<file path="src/rtl/i2s_tx_sync.sv">
// I2S transmitter in the system clock domain: oversamples codec BCLK/DACLRC and shifts stereo words out on DACDAT.
// Optional build macro I2S_TX_HOLD_LAST_EN: on underrun, repeat the previous pair instead of sending zeros.
`timescale 1ns/1ps
module i2s_tx_sync #(
  parameter int DATA_WIDTH  = 24,
  parameter int SYNC_STAGES = 2   // must be >= 2
) (
  input  logic                  clk,
  input  logic                  rst_n,
  input  logic                  BCLK,
  input  logic                  DACLRC,
  output logic                  DACDAT,
  input  logic                  in_valid,
  output logic                  in_ready,
  input  logic [DATA_WIDTH-1:0] in_left,
  input  logic [DATA_WIDTH-1:0] in_right,
  output logic                  frame_start,
  output logic                  underrun,
  output logic [1:0]            o_dbg_state
);

  localparam int CNT_W = $clog2(DATA_WIDTH + 1);
  localparam logic [CNT_W-1:0] CNT_MAX  = CNT_W'(DATA_WIDTH);
  localparam logic [CNT_W-1:0] CNT_LAST = CNT_W'(DATA_WIDTH - 1);

  typedef enum logic [1:0] {
    ST_IDLE  = 2'd0,
    ST_ARM   = 2'd1,
    ST_SHIFT = 2'd2,
    ST_PAD   = 2'd3
  } state_t;

  state_t r_state, w_state_nxt;

  logic [SYNC_STAGES-1:0] r_bclk_sync;
  logic [SYNC_STAGES-1:0] r_lrc_sync;
  logic                   r_bclk_hist;
  logic                   r_lrc_q;

  logic [DATA_WIDTH-1:0]  r_pend_left, r_pend_right;
  logic                   r_pend_full;
  logic [DATA_WIDTH-1:0]  r_act_left, r_act_right;
  logic [DATA_WIDTH-1:0]  r_shreg;
  logic [CNT_W-1:0]       r_bit_cnt;
  logic                   r_dacdat;
  logic                   r_frame_start;
  logic                   r_underrun;

  logic                   w_bclk_s, w_lrc_s, w_bclk_fall;
  logic                   w_left_start, w_right_start, w_chan_edge;
  logic                   w_xfer, w_underrun;
  logic [DATA_WIDTH-1:0]  w_commit_left, w_commit_right;
  logic                   w_load, w_shift;

  // Handshake: a pair moves when in_valid && in_ready on a rising clk edge; in_ready is high
  // whenever the one-pair holding buffer is empty, and in_valid/data must hold until accepted.
  assign in_ready    = !r_pend_full;
  assign w_xfer      = in_valid && in_ready;
  assign DACDAT      = r_dacdat;
  assign frame_start = r_frame_start;
  assign underrun    = r_underrun;
  assign o_dbg_state = r_state;

  assign w_bclk_s      = r_bclk_sync[SYNC_STAGES-1];
  assign w_lrc_s       = r_lrc_sync[SYNC_STAGES-1];
  assign w_bclk_fall   = r_bclk_hist && !w_bclk_s;
  assign w_left_start  = w_bclk_fall && r_lrc_q && !w_lrc_s;
  assign w_right_start = w_bclk_fall && !r_lrc_q && w_lrc_s;
  assign w_chan_edge   = w_left_start || w_right_start;

  always_ff @(posedge clk or negedge rst_n) begin
    if (!rst_n) begin
      r_bclk_sync <= '0;
      r_lrc_sync  <= '0;
      r_bclk_hist <= 1'b0;
      r_lrc_q     <= 1'b0;
    end else begin
      r_bclk_sync <= {r_bclk_sync[SYNC_STAGES-2:0], BCLK};
      r_lrc_sync  <= {r_lrc_sync[SYNC_STAGES-2:0], DACLRC};
      r_bclk_hist <= w_bclk_s;
      if (w_bclk_fall) r_lrc_q <= w_lrc_s;
    end
  end

  // Pair that becomes active at a left start: buffered, bypassed, or underrun fill.
  always_comb begin
    w_commit_left  = r_act_left;
    w_commit_right = r_act_right;
    w_underrun     = 1'b0;
    if (r_pend_full) begin
      w_commit_left  = r_pend_left;
      w_commit_right = r_pend_right;
    end else if (w_xfer) begin
      w_commit_left  = in_left;
      w_commit_right = in_right;
    end else begin
      w_underrun = 1'b1;
`ifdef I2S_TX_HOLD_LAST_EN
      w_commit_left  = r_act_left;
      w_commit_right = r_act_right;
`else
      w_commit_left  = '0;
      w_commit_right = '0;
`endif
    end
  end

  always_ff @(posedge clk or negedge rst_n) begin
    if (!rst_n) begin
      r_pend_left   <= '0;
      r_pend_right  <= '0;
      r_pend_full   <= 1'b0;
      r_act_left    <= '0;
      r_act_right   <= '0;
      r_frame_start <= 1'b0;
      r_underrun    <= 1'b0;
    end else begin
      r_frame_start <= w_left_start;
      r_underrun    <= w_left_start && w_underrun;
      if (w_left_start) begin
        r_act_left  <= w_commit_left;
        r_act_right <= w_commit_right;
        r_pend_full <= 1'b0;
      end else if (w_xfer) begin
        r_pend_left  <= in_left;
        r_pend_right <= in_right;
        r_pend_full  <= 1'b1;
      end
    end
  end

  always_ff @(posedge clk or negedge rst_n) begin
    if (!rst_n) r_state <= ST_IDLE;
    else        r_state <= w_state_nxt;
  end

  always_comb begin
    w_state_nxt = r_state;
    w_load      = 1'b0;
    w_shift     = 1'b0;
    case (r_state)
      ST_IDLE: begin
        if (w_left_start) begin
          w_state_nxt = ST_ARM;
          w_load      = 1'b1;
        end
      end
      ST_ARM: begin
        if (w_chan_edge)      w_load      = 1'b1;
        else if (w_bclk_fall) w_state_nxt = ST_SHIFT;
      end
      ST_SHIFT: begin
        if (w_chan_edge) begin
          w_state_nxt = ST_ARM;
          w_load      = 1'b1;
        end else if (w_bclk_fall) begin
          w_shift = 1'b1;
          if (r_bit_cnt == CNT_LAST) w_state_nxt = ST_PAD;
        end
      end
      ST_PAD: begin
        if (w_chan_edge) begin
          w_state_nxt = ST_ARM;
          w_load      = 1'b1;
        end
      end
      default: w_state_nxt = ST_IDLE;
    endcase
  end

  // DACDAT only moves on a bclk_fall cycle so it is settled by the codec's BCLK rise.
  always_ff @(posedge clk or negedge rst_n) begin
    if (!rst_n) begin
      r_shreg   <= '0;
      r_bit_cnt <= '0;
      r_dacdat  <= 1'b0;
    end else begin
      if (w_load) begin
        r_shreg   <= w_left_start ? w_commit_left : r_act_right;
        r_bit_cnt <= '0;
      end else if (w_shift) begin
        r_shreg <= {r_shreg[DATA_WIDTH-2:0], 1'b0};
        if (r_bit_cnt != CNT_MAX) r_bit_cnt <= r_bit_cnt + 1'b1;
      end
      if (w_bclk_fall) r_dacdat <= w_shift ? r_shreg[DATA_WIDTH-1] : 1'b0;
    end
  end

endmodule

</file>
<file path="config.mk">
export PLATFORM = sky130hd
export DESIGN_NAME = i2s_tx_sync
export DESIGN_NICKNAME = d
export VERILOG_FILES = /design/src/rtl/i2s_tx_sync.sv
export SDC_FILE = /design/constraint.sdc
export NUM_CORES = 1
export LEC_CHECK = 0
export BUFFER_PORTS_ARGS = -buffer_cell sky130_fd_sc_hd__buf_4
export CORE_MARGIN = 1
export CORE_UTILIZATION = 30
export CTS_BUF_LIST = sky130_fd_sc_hd__clkbuf_2 sky130_fd_sc_hd__clkbuf_4 sky130_fd_sc_hd__clkbuf_8
export DETAILED_ROUTE_END_ITERATION = 12
export SLEW_MARGIN = 5
export SYNTH_ARGS = -nofsm -noshare
export SYNTH_HDL_FRONTEND = slang
export SYNTH_SLANG_ARGS = --single-unit
</file>
<file path="constraint.sdc">
create_clock -name clk -period 1.7 [get_ports clk]
set_input_delay 0.255 -clock clk [delete_from_list [all_inputs] [get_ports clk]]
set_output_delay 0.255 -clock clk [all_outputs]
set_load 0.005 [all_outputs]
</file>
Word-level counts from Yosys, hierarchy flattened. Cells that the tools add are included.

Register bits after elaboration: 113. Input bits: 53. Output and inout port bits: 6. Logic and storage cells: 76.

Equal/unequal tests: 11. Multiplexer cells: 29. Bitwise logic cells: 1. Add/sub/neg operators: 1. Reductions and logical operators: 20.

Operator list (count): $mux W24 (7); $mux W5 (3); $mux W2 (7); $mux W1 (10); $ne A2 B2 Y1 const B (4); $pmux W2 S4 (1); $logic_and A1 B1 Y1 (7); $ne A3 B3 Y1 const B (2); $reduce_and A6 Y1 (1); $reduce_bool A2 Y1 (3); $add A5 B1 Y5 const B (1); $eq A5 B5 Y1 const B (1); $ne A5 B5 Y1 const B (1); $eq A2 B2 Y1 const B (2); $logic_not A1 Y1 (4); $reduce_and A2 Y1 (2); $reduce_or A3 Y1 (1); $eq A2 B1 Y1 const B (1); $logic_not A2 Y1 (1); $pmux W1 S2 (1); $logic_or A1 B1 Y1 (1); $not A1 Y1 (1).

Logic depth before layout (Yosys ltp). Gate-level depths: netlist of run 1.

Word-level depth: 9. Mapped depth: 8. Mapped depth without buffers: 6.

Worst setup path after synthesis of run 1. No wires, ideal clock.

Path kind: register to register. Start: register r_state[0], in the netlist o_dbg_state[0]. End: register r_shreg[22]. Required time: 1573 ps. Data arrival time: 1664 ps. Slack: -91 ps. Cell stages (with the launch flop): 9. Library setup time: 127 ps. Cells stage by stage: dfrtp_1 > inv_1 > ha_1 > inv_1 > a221o_1 > buf_2 > buf_2 > a21oi_1 > a21oi_1.

Longest elaborated chain between the ends: 4.

Ends and longest elaborated chain: start, declared (line 33) `state_t r_state, w_state_nxt;`; start signal, assigned (line 134) `else r_state <= w_state_nxt;`; $eq A2 B2 Y1 / $eq A2 B1 Y1 (equally long branches) (line 141) `case (r_state)`; $reduce_or A3 Y1 (no source line); $pmux W1 S2 (line 141); $mux W24 / $reduce_bool A2 Y1 (equally long branches); end signal, assigned (line 179) `r_shreg <= w_left_start ? w_commit_left : r_act_right;`; end signal, assigned (line 182) `r_shreg <= {r_shreg[DATA_WIDTH-2:0], 1'b0};`; end, declared (line 43) `logic [DATA_WIDTH-1:0] r_shreg;`.

Parallel ways exist; a longest one is shown, timed or not. A chain may end at the register's enable or synchronous reset.

Final worst setup path of run 1.
Start: register r_state[1], in the netlist o_dbg_state[1]. End: register r_state[0], in the netlist o_dbg_state[0].

Longest elaborated chain between the ends: 3.

Ends and longest elaborated chain (line): $eq A2 B2 Y1, or another cell as far along (141); $ne A3 B3 Y1 (no source line) / $ne A2 B2 Y1 (equally long branches); $reduce_and A6 Y1 (no source line).

Parallel ways exist; a longest one is shown, timed or not.

==> flow_metrics.tcl, run 1 <==
set metrics [dict create \
    io_pins 59 \
    grt_max_degree 58 \
    cap_violations 0 \
    dpl_cell_area_um2 6030 \
    slew_headroom 0.634 \
    synth_nets 515 \
    start_util 0.309 \
    place.gp.congestion 0.808 \
    synth-seq-cells 113 \
    combPwrFrac 0.249 \
    skew_ns 0.00795 \
    path_clk_slew_ns 0.06 \
    cpPeakStageDelay_ns 0.44 \
    intPower_w 0.00638 \
    wl_per_cell_um 15.7 \
    ys_top_cells_by_area "dfrtp_1 (55%), mux2_2 (11%), a22o_1 (4.6%)" \
    path_max_fanout 4 \
    ir_drop_mv 0.755 \
    yosys.cell_types.count 38 \
    placed_cells 726 \
    cp.depth 6 \
    syn-cell-area_um2 5150 \
    dieWidth_um 133 \
    grt_util_all_layers 0.147 \
    hold_depth 2 \
    grt_pass1_wl_um 20300 \
    place_hpwl_um 7910 \
    worstMarginPinSlew_ns 0.548 \
    synth_ff_type "dfrtp_1" \
    path_buf_inv 2 \
    fillers 1608 \
    overflow 0 \
    power_w 0.00893 \
    regArea_um2 2830 \
    drt_first_pass_iters 4 \
    nets 592 \
    min_path_type "primary input to flop" \
    maxSlewViolCount 0 \
    tritoncts "yes" \
    path_cells "inv_2, ha_1, inv_1, a211oi_2, nor3_2, a221oi_1" \
    period_share 0.985 \
    drtAntennaViolNets 0 \
    async_reset_ff_frac 1.00 \
    r2r-end "o_dbg_state[0]$_DFFE_PN0P_" \
    sw_frac_of_total 0.285 \
    slowest_stage "dfrtp_1" \
    yosysSeqAreaShare 0.549 \
    cts-root-buf "clkbuf_8" \
    tns_ns 0 \
    arrival_ns 2.01 \
    final_cell_area_um2 6570 \
    crit_type "flop to flop" \
    p_sw_w 0.00255 \
    fp.dieH_um 133 \
    rsz0062_at_grt "yes" \
    area_growth_pct 27.5 \
    r2r-start "o_dbg_state[1]$_DFFE_PN0P_" \
    fmax_mhz 597 \
    synth_edf_count 0 \
    htreeDepth 4 \
    power_frac_seq 0.468 \
    clkPwrFrac 0.284 \
    drt_first_iter_violations 224 \
    reg2reg_slack_ns 0.03 \
    hold_path_end "r_pend_left[14]$_DFFE_PN0P_" \
    power_density_nw_per_um2 1360 \
    syn_area_per_cell_um2 11.3 \
    synth.top_cell.area_share 0.549 \
    min_period_ns 1.67 \
    cts_buffers 17 \
    endpoint_kind "flop" \
    wirelength_um 12000 \
    final_cells 765 \
    synth_warnings 0 \
    port_buffers 58 \
    synth_largest_area_cell "dfrtp_1" \
    synth_common_cells "dfrtp_1 (113), nor2_1 (52), mux2_2 (49)" \
    reg2reg_depth 6 \
    dp_slack_ns -0.0543 \
    row_count 47 \
    cp.required_ns 2.04 \
    num_vias 3853 \
    path_delay_family "compound AO/OA/AOI/OAI gates" \
    clkSinkCount 113 \
    drive_above_1_share 0.349 \
    avgViaCountPerCell 5.04 \
    grt_pass1_vias 4029 \
    multi_input_area_um2 2230 \
    hold_viol 0 \
    antenna_found_initial 0 \
    startpoint_type "flop" \
    core_region_area_um2 16700 \
    diodes 0 \
    clock_latency_ns 0.44 \
    synthCells 455 \
    setup_violations 0 \
    hold_start "in_left[14]" \
    yosys.cell_count.top_type "dfrtp_1" \
    status "complete, no violations" \
    final.setup.worst_slack_ns 0.0260 \
    cts_buffer_depth 2 \
    drc 0 \
    die_area_um2 17700 \
    power_leakage_nw 2.80 \
]
per-layer routing:
metal	routed length, um	GRT usage	vias to the layer above
met1	5470	0.184	1927
met5	0	0	-
met2	5830	0.238	88
met4	248	0.0683	0
li1	-	-	1815
met3	486	0.0368	23
state kept, by name, summed over array words and instances, names as in the netlist:
name / flops
DACDAT: 1
frame_start: 1
o_dbg_state: 2
r_act_right: 24
r_bclk_hist: 1
r_bclk_sync: 2
r_bit_cnt: 5
r_lrc_q: 1
r_lrc_sync: 2
r_pend_full: 1
r_pend_left: 24
r_pend_right: 24
r_shreg: 24
underrun: 1
worst max path at each step:
stage | startpoint | to
global route | o_dbg_state[1]$_DFFE_PN0P_ | r_bit_cnt[0]$_DFFE_PN0P_
finish | o_dbg_state[1]$_DFFE_PN0P_ | o_dbg_state[0]$_DFFE_PN0P_
floorplan | o_dbg_state[0]$_DFFE_PN0P_ | r_shreg[22]$_DFFE_PN0P_
detailed placement | o_dbg_state[1]$_DFFE_PN0P_ | o_dbg_state[0]$_DFFE_PN0P_
CTS | r_bit_cnt[1]$_DFFE_PN0P_ | o_dbg_state[0]$_DFFE_PN0P_
global placement | o_dbg_state[1]$_DFFE_PN0P_ | o_dbg_state[0]$_DFFE_PN0P_
per-stage QoR:
| step | util | hold slack [ns] |
|---|---|---|
| finish | 0.393 | 0.0586 |
| global route | 0.393 | 0.0279 |
| CTS | 0.389 | 0.0356 |
| detailed placement | 0.361 | 0.119 |
| global placement | 0.361 | 0.119 |
| floorplan | - | -0.0406 |
layout by cell type (no fill, tap or decap), types with 3 or more instances in the layout:
master           n
a21oi_1         44
a221oi_1        24
a22o_1          27
a22oi_1         25
buf_12           7
buf_4           78
clkbuf_4         4
clkbuf_8        24
clkinv_2         3
dfrtp_1        111
dlygate4sd3_1    4
ha_1             5
inv_1            6
inv_2            4
mux2_2          49
nand2_1          6
nand2b_1         3
nand3_1          3
nor2_1          52
nor2b_1         23
xnor2_1          3
cell type report:
class / count / area share
Sequential cell: 113 / 0.431
Clock inverter: 4 / 0.00686
Timing Repair Buffer: 91 / 0.120
Clock buffer: 28 / 0.0549
Inverter: 10 / 0.00571
Multi-Input combinational cell: 299 / 0.340
Tap cell: 220 / 0.0419
power groups by stage:
stage	Combinational (W)	Sequential [W]	Clock, W
final	0.00222	0.00418	0.00253
after global placement	0.00201	0.00416	0
after floorplan	0.00151	0.00407	0
after CTS	0.00214	0.00416	0.00260
after detailed placement	0.00210	0.00421	0
after global routing	0.00246	0.00429	0.00274
kinds of logic (layout without fill, tap and decap cells):
logic type                 Yosys count  count (layout)  share of synthesized area
AOI/OAI and AO/OA                  135             135                      0.186
xor gates and xnor gates             3               3                    0.00510
adders and majority gates            7               7                     0.0170
buffers and inverters               43             133                     0.0347
DFF                                113             113                      0.549
muxes                               50              50                      0.109
and+or+nand+nor                    104             104                     0.0996
timing repair:
action                                  in CTS  in global routing
pin swaps                                    0                  7
buffers inserted                             1                  2
endpoints found under the setup margin       2                 70
gates resized for setup                      2                 17
hold buffers                                 4                  0
hold endpoints to repair                   116                  0
Power figures use the tool's default switching activity.
==> run 2: changes to the inputs <==
CTS_BUF_LIST = default   (was sky130_fd_sc_hd__clkbuf_2 sky130_fd_sc_hd__clkbuf_4 sky130_fd_sc_hd__clkbuf_8)
SLEW_MARGIN = 20   (was 5)
==> flow_metrics.tcl, run 2 (synthesized netlist as in run 1, its figures left out) <==
set metrics [dict create \
    slowest_stage "dfrtp_1" \
    cts_buffers 17 \
    clock_latency_ns 0.41 \
    grt_pass1_vias 4007 \
    drc 0 \
    ir_drop_mv 0.746 \
    path_delay_family "compound AO/OA/AOI/OAI gates" \
    r2r-start "o_dbg_state[1]$_DFFE_PN0P_" \
    dpl_cell_area_um2 6030 \
    power_w 0.00985 \
    crit_end "r_bit_cnt[0]$_DFFE_PN0P_" \
    drtAntennaViolNets 0 \
    arrival_ns 1.96 \
    power_leakage_nw 2.87 \
    row_count 47 \
    startpoint_type "flop" \
    setup_violations 0 \
    path_clk_slew_ns 0.05 \
    status "complete, no violations" \
    path_cells "inv_2, ha_4, a221o_1, o21bai_4, mux2_2" \
    grt_util_all_layers 0.147 \
    power_density_nw_per_um2 1460 \
    worstMarginPinSlew_ns 0.556 \
    r2r-end "r_bit_cnt[0]$_DFFE_PN0P_" \
    cp.depth 5 \
    hold_viol 0 \
    fmax_mhz 599 \
    grt_max_degree 58 \
    min_path_type "primary input to flop" \
    endpoint_kind "flop" \
    nets 592 \
    rsz0062_at_grt "yes" \
    cts_buffer_depth 2 \
    io_pins 59 \
    tritoncts "yes" \
    wirelength_um 12200 \
    port_buffers 58 \
    final_cell_mix "dfrtp_1 (111), buf_4 (78), nor2_1 (52)" \
    htreeDepth 4 \
    crit_type "flop to flop" \
    cap_violations 0 \
    min_period_ns 1.67 \
    maxSlewViolCount 0 \
    die_area_um2 17700 \
    reg2reg_depth 5 \
    overflow 0 \
    cp.required_ns 1.99 \
    place.gp.congestion 0.808 \
    cpPeakStageDelay_ns 0.43 \
    final_cell_area_um2 6750 \
    avgViaCountPerCell 5.08 \
    diodes 0 \
    num_vias 3888 \
    drt_first_pass_iters 5 \
    dieWidth_um 133 \
    final_common_cell "dfrtp_1" \
    slew_headroom 0.630 \
    place_hpwl_um 7910 \
    drt_first_iter_violations 205 \
    period_share 0.982 \
    utilization 0.404 \
    core_region_area_um2 16700 \
    antenna_found_initial 0 \
    skew_ns 0.00761 \
    wl_per_cell_um 15.9 \
    grt_pass1_wl_um 20200 \
    reg2reg_slack_ns 0.03 \
    area_growth_pct 30.9 \
    clkSinkCount 113 \
    start_util 0.309 \
    drive_above_1_share 0.341 \
    crit_start "o_dbg_state[1]$_DFFE_PN0P_" \
    path_max_fanout 4 \
    cts-root-buf "clkbuf_16" \
    path_buf_inv 1 \
    fp.dieH_um 133 \
]
[run 2: per-stage QoR]
stage | setup slack (ns) | cells | TNS, ns | hold WS [ns]
floorplan | 0.0151 | 455 | 0 | -0.0406
global placement | 0.0408 | 726 | 0 | 0.119
detailed placement | -0.0543 | 726 | -0.0543 | 0.119
CTS | 0.000155 | 763 | 0 | 0.0676
global route | -0.0261 | 765 | -0.165 | 0.0703
finish | 0.0304 | 765 | 0 | 0.0865
[run 2: layout make-up]
class / instances / area, um^2
clock buffers: 28 / 537
clock inverters: 4 / 45.0
fillers: 1584 / 9960
inverters: 10 / 37.5
multi-input cells: 299 / 2230
flip-flops and latches: 113 / 2830
well taps: 220 / 275
repair buffers: 91 / 788
[run 2: worst reg2reg max path, cell delays in order (launching register included)]
cell and delay [ns]:
dfrtp_1 0.43, inv_2 0.09, ha_4 0.17, a221o_1 0.40, o21bai_4 0.21, mux2_2 0.26
[run 2: worst min path at each step]
stage	cells after the start	start	endpoint	slack, ns
floorplan	0	rst_n	DACDAT$_DFFE_PN0N_	-0.04
global placement	1	rst_n	o_dbg_state[0]$_DFFE_PN0P_	0.12
detailed placement	1	rst_n	o_dbg_state[0]$_DFFE_PN0P_	0.12
CTS	2	in_left[17]	r_pend_left[17]$_DFFE_PN0P_	0.07
global route	2	in_right[9]	r_pend_right[9]$_DFFE_PN0P_	0.07
finish	2	in_left[14]	r_pend_left[14]$_DFFE_PN0P_	0.09
[run 2: layer usage]
layer  wire length, um  track usage
met1              5550        0.182
met2              6010        0.241
met4               238       0.0651
met5                 0            0
met3               397       0.0379
[run 2: timing repair]
action | in CTS | in global routing
hold buffers | 4 | 0
buffers inserted | 1 | 2
endpoints found under the setup margin | 3 | 82
endpoints found under the hold margin | 60 | 0
pin swaps | 0 | 7
gates resized for setup | 1 | 18
[run 2: where the power goes]
part / internal [W] / switching (W) / total, W
clock: 0.00227 / 0.00117 / 0.00344
combinational: 0.00124 / 0.000989 / 0.00223
sequential: 0.00366 / 0.000527 / 0.00419
==> run 3: changes to the inputs <==
CORE_UTILIZATION = 40   (was 30)
==> flow_metrics.tcl, run 3 (synthesized netlist as in run 1, its figures left out) <==
set metrics [dict create \
    status "complete, no violations" \
    power_density_nw_per_um2 1480 \
    drive_above_1_share 0.339 \
    final_cell_mix "dfrtp_1 (112), buf_4 (78), nor2_1 (52)" \
    fillers 1151 \
    dp_slack_ns -0.0536 \
    drtAntennaViolNets 0 \
    nets 592 \
    hold_viol 0 \
    tritoncts "yes" \
    period_share 0.985 \
    path_max_fanout 4 \
    start_util 0.410 \
    grt_max_degree 38 \
    cap_violations 0 \
    place.gp.congestion 0.778 \
    num_vias 3809 \
    clock_latency_ns 0.41 \
    place_hpwl_um 7610 \
    drt_first_iter_violations 151 \
    clkSinkCount 113 \
    wirelength_um 11400 \
    slowest_stage "dfrtp_1" \
    worstMarginPinSlew_ns 0.391 \
    io_pins 59 \
    grt_util_all_layers 0.188 \
    final_cell_area_um2 6690 \
    core_region_area_um2 12600 \
    antenna_found_initial 0 \
    drc 0 \
    rsz0062_at_grt "yes" \
    grt_pass1_vias 3905 \
    startpoint_type "flop" \
    htreeDepth 4 \
    port_buffers 58 \
    setup_violations 0 \
    cts_setup_buffers 0 \
    cts_buffers 17 \
    min_period_ns 1.67 \
    skew_ns 0.00723 \
    power_leakage_nw 2.86 \
    die_area_um2 13300 \
    cts-root-buf "clkbuf_16" \
    dieWidth_um 115 \
    cts_buffer_depth 2 \
    final_common_cell "dfrtp_1" \
    grt_pass1_wl_um 19000 \
    slew_headroom 0.739 \
    dpl_cell_area_um2 5970 \
    cpPeakStageDelay_ns 0.39 \
    path_cells "inv_1, ha_2, a221o_1, o21bai_4, mux2_2" \
    ir_drop_mv 0.713 \
    area_growth_pct 29.7 \
    endpoint_kind "flop" \
    path_buf_inv 1 \
    maxSlewViolCount 0 \
    crit_type "flop to flop" \
    row_count 41 \
    wl_per_cell_um 15.9 \
    path_clk_slew_ns 0.05 \
    min_path_type "primary input to flop" \
    arrival_ns 1.97 \
    cp.required_ns 1.99 \
    final.setup.worst_slack_ns 0.0261 \
    drt_first_pass_iters 4 \
    overflow 0 \
    path_delay_family "compound AO/OA/AOI/OAI gates" \
    avgViaCountPerCell 5.31 \
    fmax_mhz 597 \
    fp.dieH_um 115 \
    diodes 0 \
]
[run 3: timing repair]
item / CTS / global route
cloned: 0 / 1
endpoints found under the hold margin: 26 / 0
pin swaps: 0 / 5
setup endpoints to repair: 2 / 70
hold buffers: 3 / 0
resized for setup: 2 / 20
[run 3: layer usage]
metal | GRT usage | up-vias | routed length [um]
li1 | - | 1826 | -
met1 | 0.245 | 1909 | 5280
met2 | 0.302 | 58 | 5610
met3 | 0.0392 | 16 | 325
met4 | 0.0857 | 0 | 160
met5 | 0 | - | 0
[run 3: final timing paths]
check                      slack, ns                          to                  startpoint  depth (start not counted)
max                             0.03    r_bit_cnt[0]$_DFFE_PN0P_  o_dbg_state[1]$_DFFE_PN0P_                          5
min                             0.03          underrun$_DFF_PN0_                    in_valid                          2
min in group asynchronous       0.31  o_dbg_state[0]$_DFFE_PN0P_                       rst_n                          2
max in group asynchronous       0.79  r_pend_left[7]$_DFFE_PN0P_                       rst_n                          3
max reg2reg                     0.03    r_bit_cnt[0]$_DFFE_PN0P_  o_dbg_state[1]$_DFFE_PN0P_                          5
min reg2reg                     0.35     r_lrc_sync[1]$_DFF_PN0_     r_lrc_sync[0]$_DFF_PN0_                          0
[run 3: power breakdown]
group | total (W) | leakage, nW | internal (W) | switching (W)
clock | 0.00352 | 0.295 | 0.00238 | 0.00114
sequential | 0.00418 | 1.33 | 0.00366 | 0.000514
combinational | 0.00218 | 1.24 | 0.00121 | 0.000967
[run 3: area by class of cell]
type,instances,area [um^2],share of cell area
clock inverters,4,70.1,0.0105
multi-input cells,299,2230,0.334
flip-flops and latches,113,2830,0.423
inverters,10,37.5,0.00561
clock buffers,28,527,0.0788
repair buffers,91,772,0.115
well taps,172,215,0.0322
[run 3: per-stage QoR]
step / std cells / power, W / setup TNS [ns] / util / hold WS [ns]
2_1_floorplan: 455 / 0.00558 / 0 / - / -0.0406
6_report: 717 / 0.00988 / 0 / 0.532 / 0.0282
4_1_cts: 716 / 0.00989 / 0 / 0.525 / 0.0175
3_3_place_gp: 681 / 0.00619 / 0 / 0.475 / 0.207
3_5_place_dp: 681 / 0.00630 / -0.0536 / 0.475 / 0.211
5_1_grt: 717 / 0.0104 / -0.150 / 0.532 / 0.0290
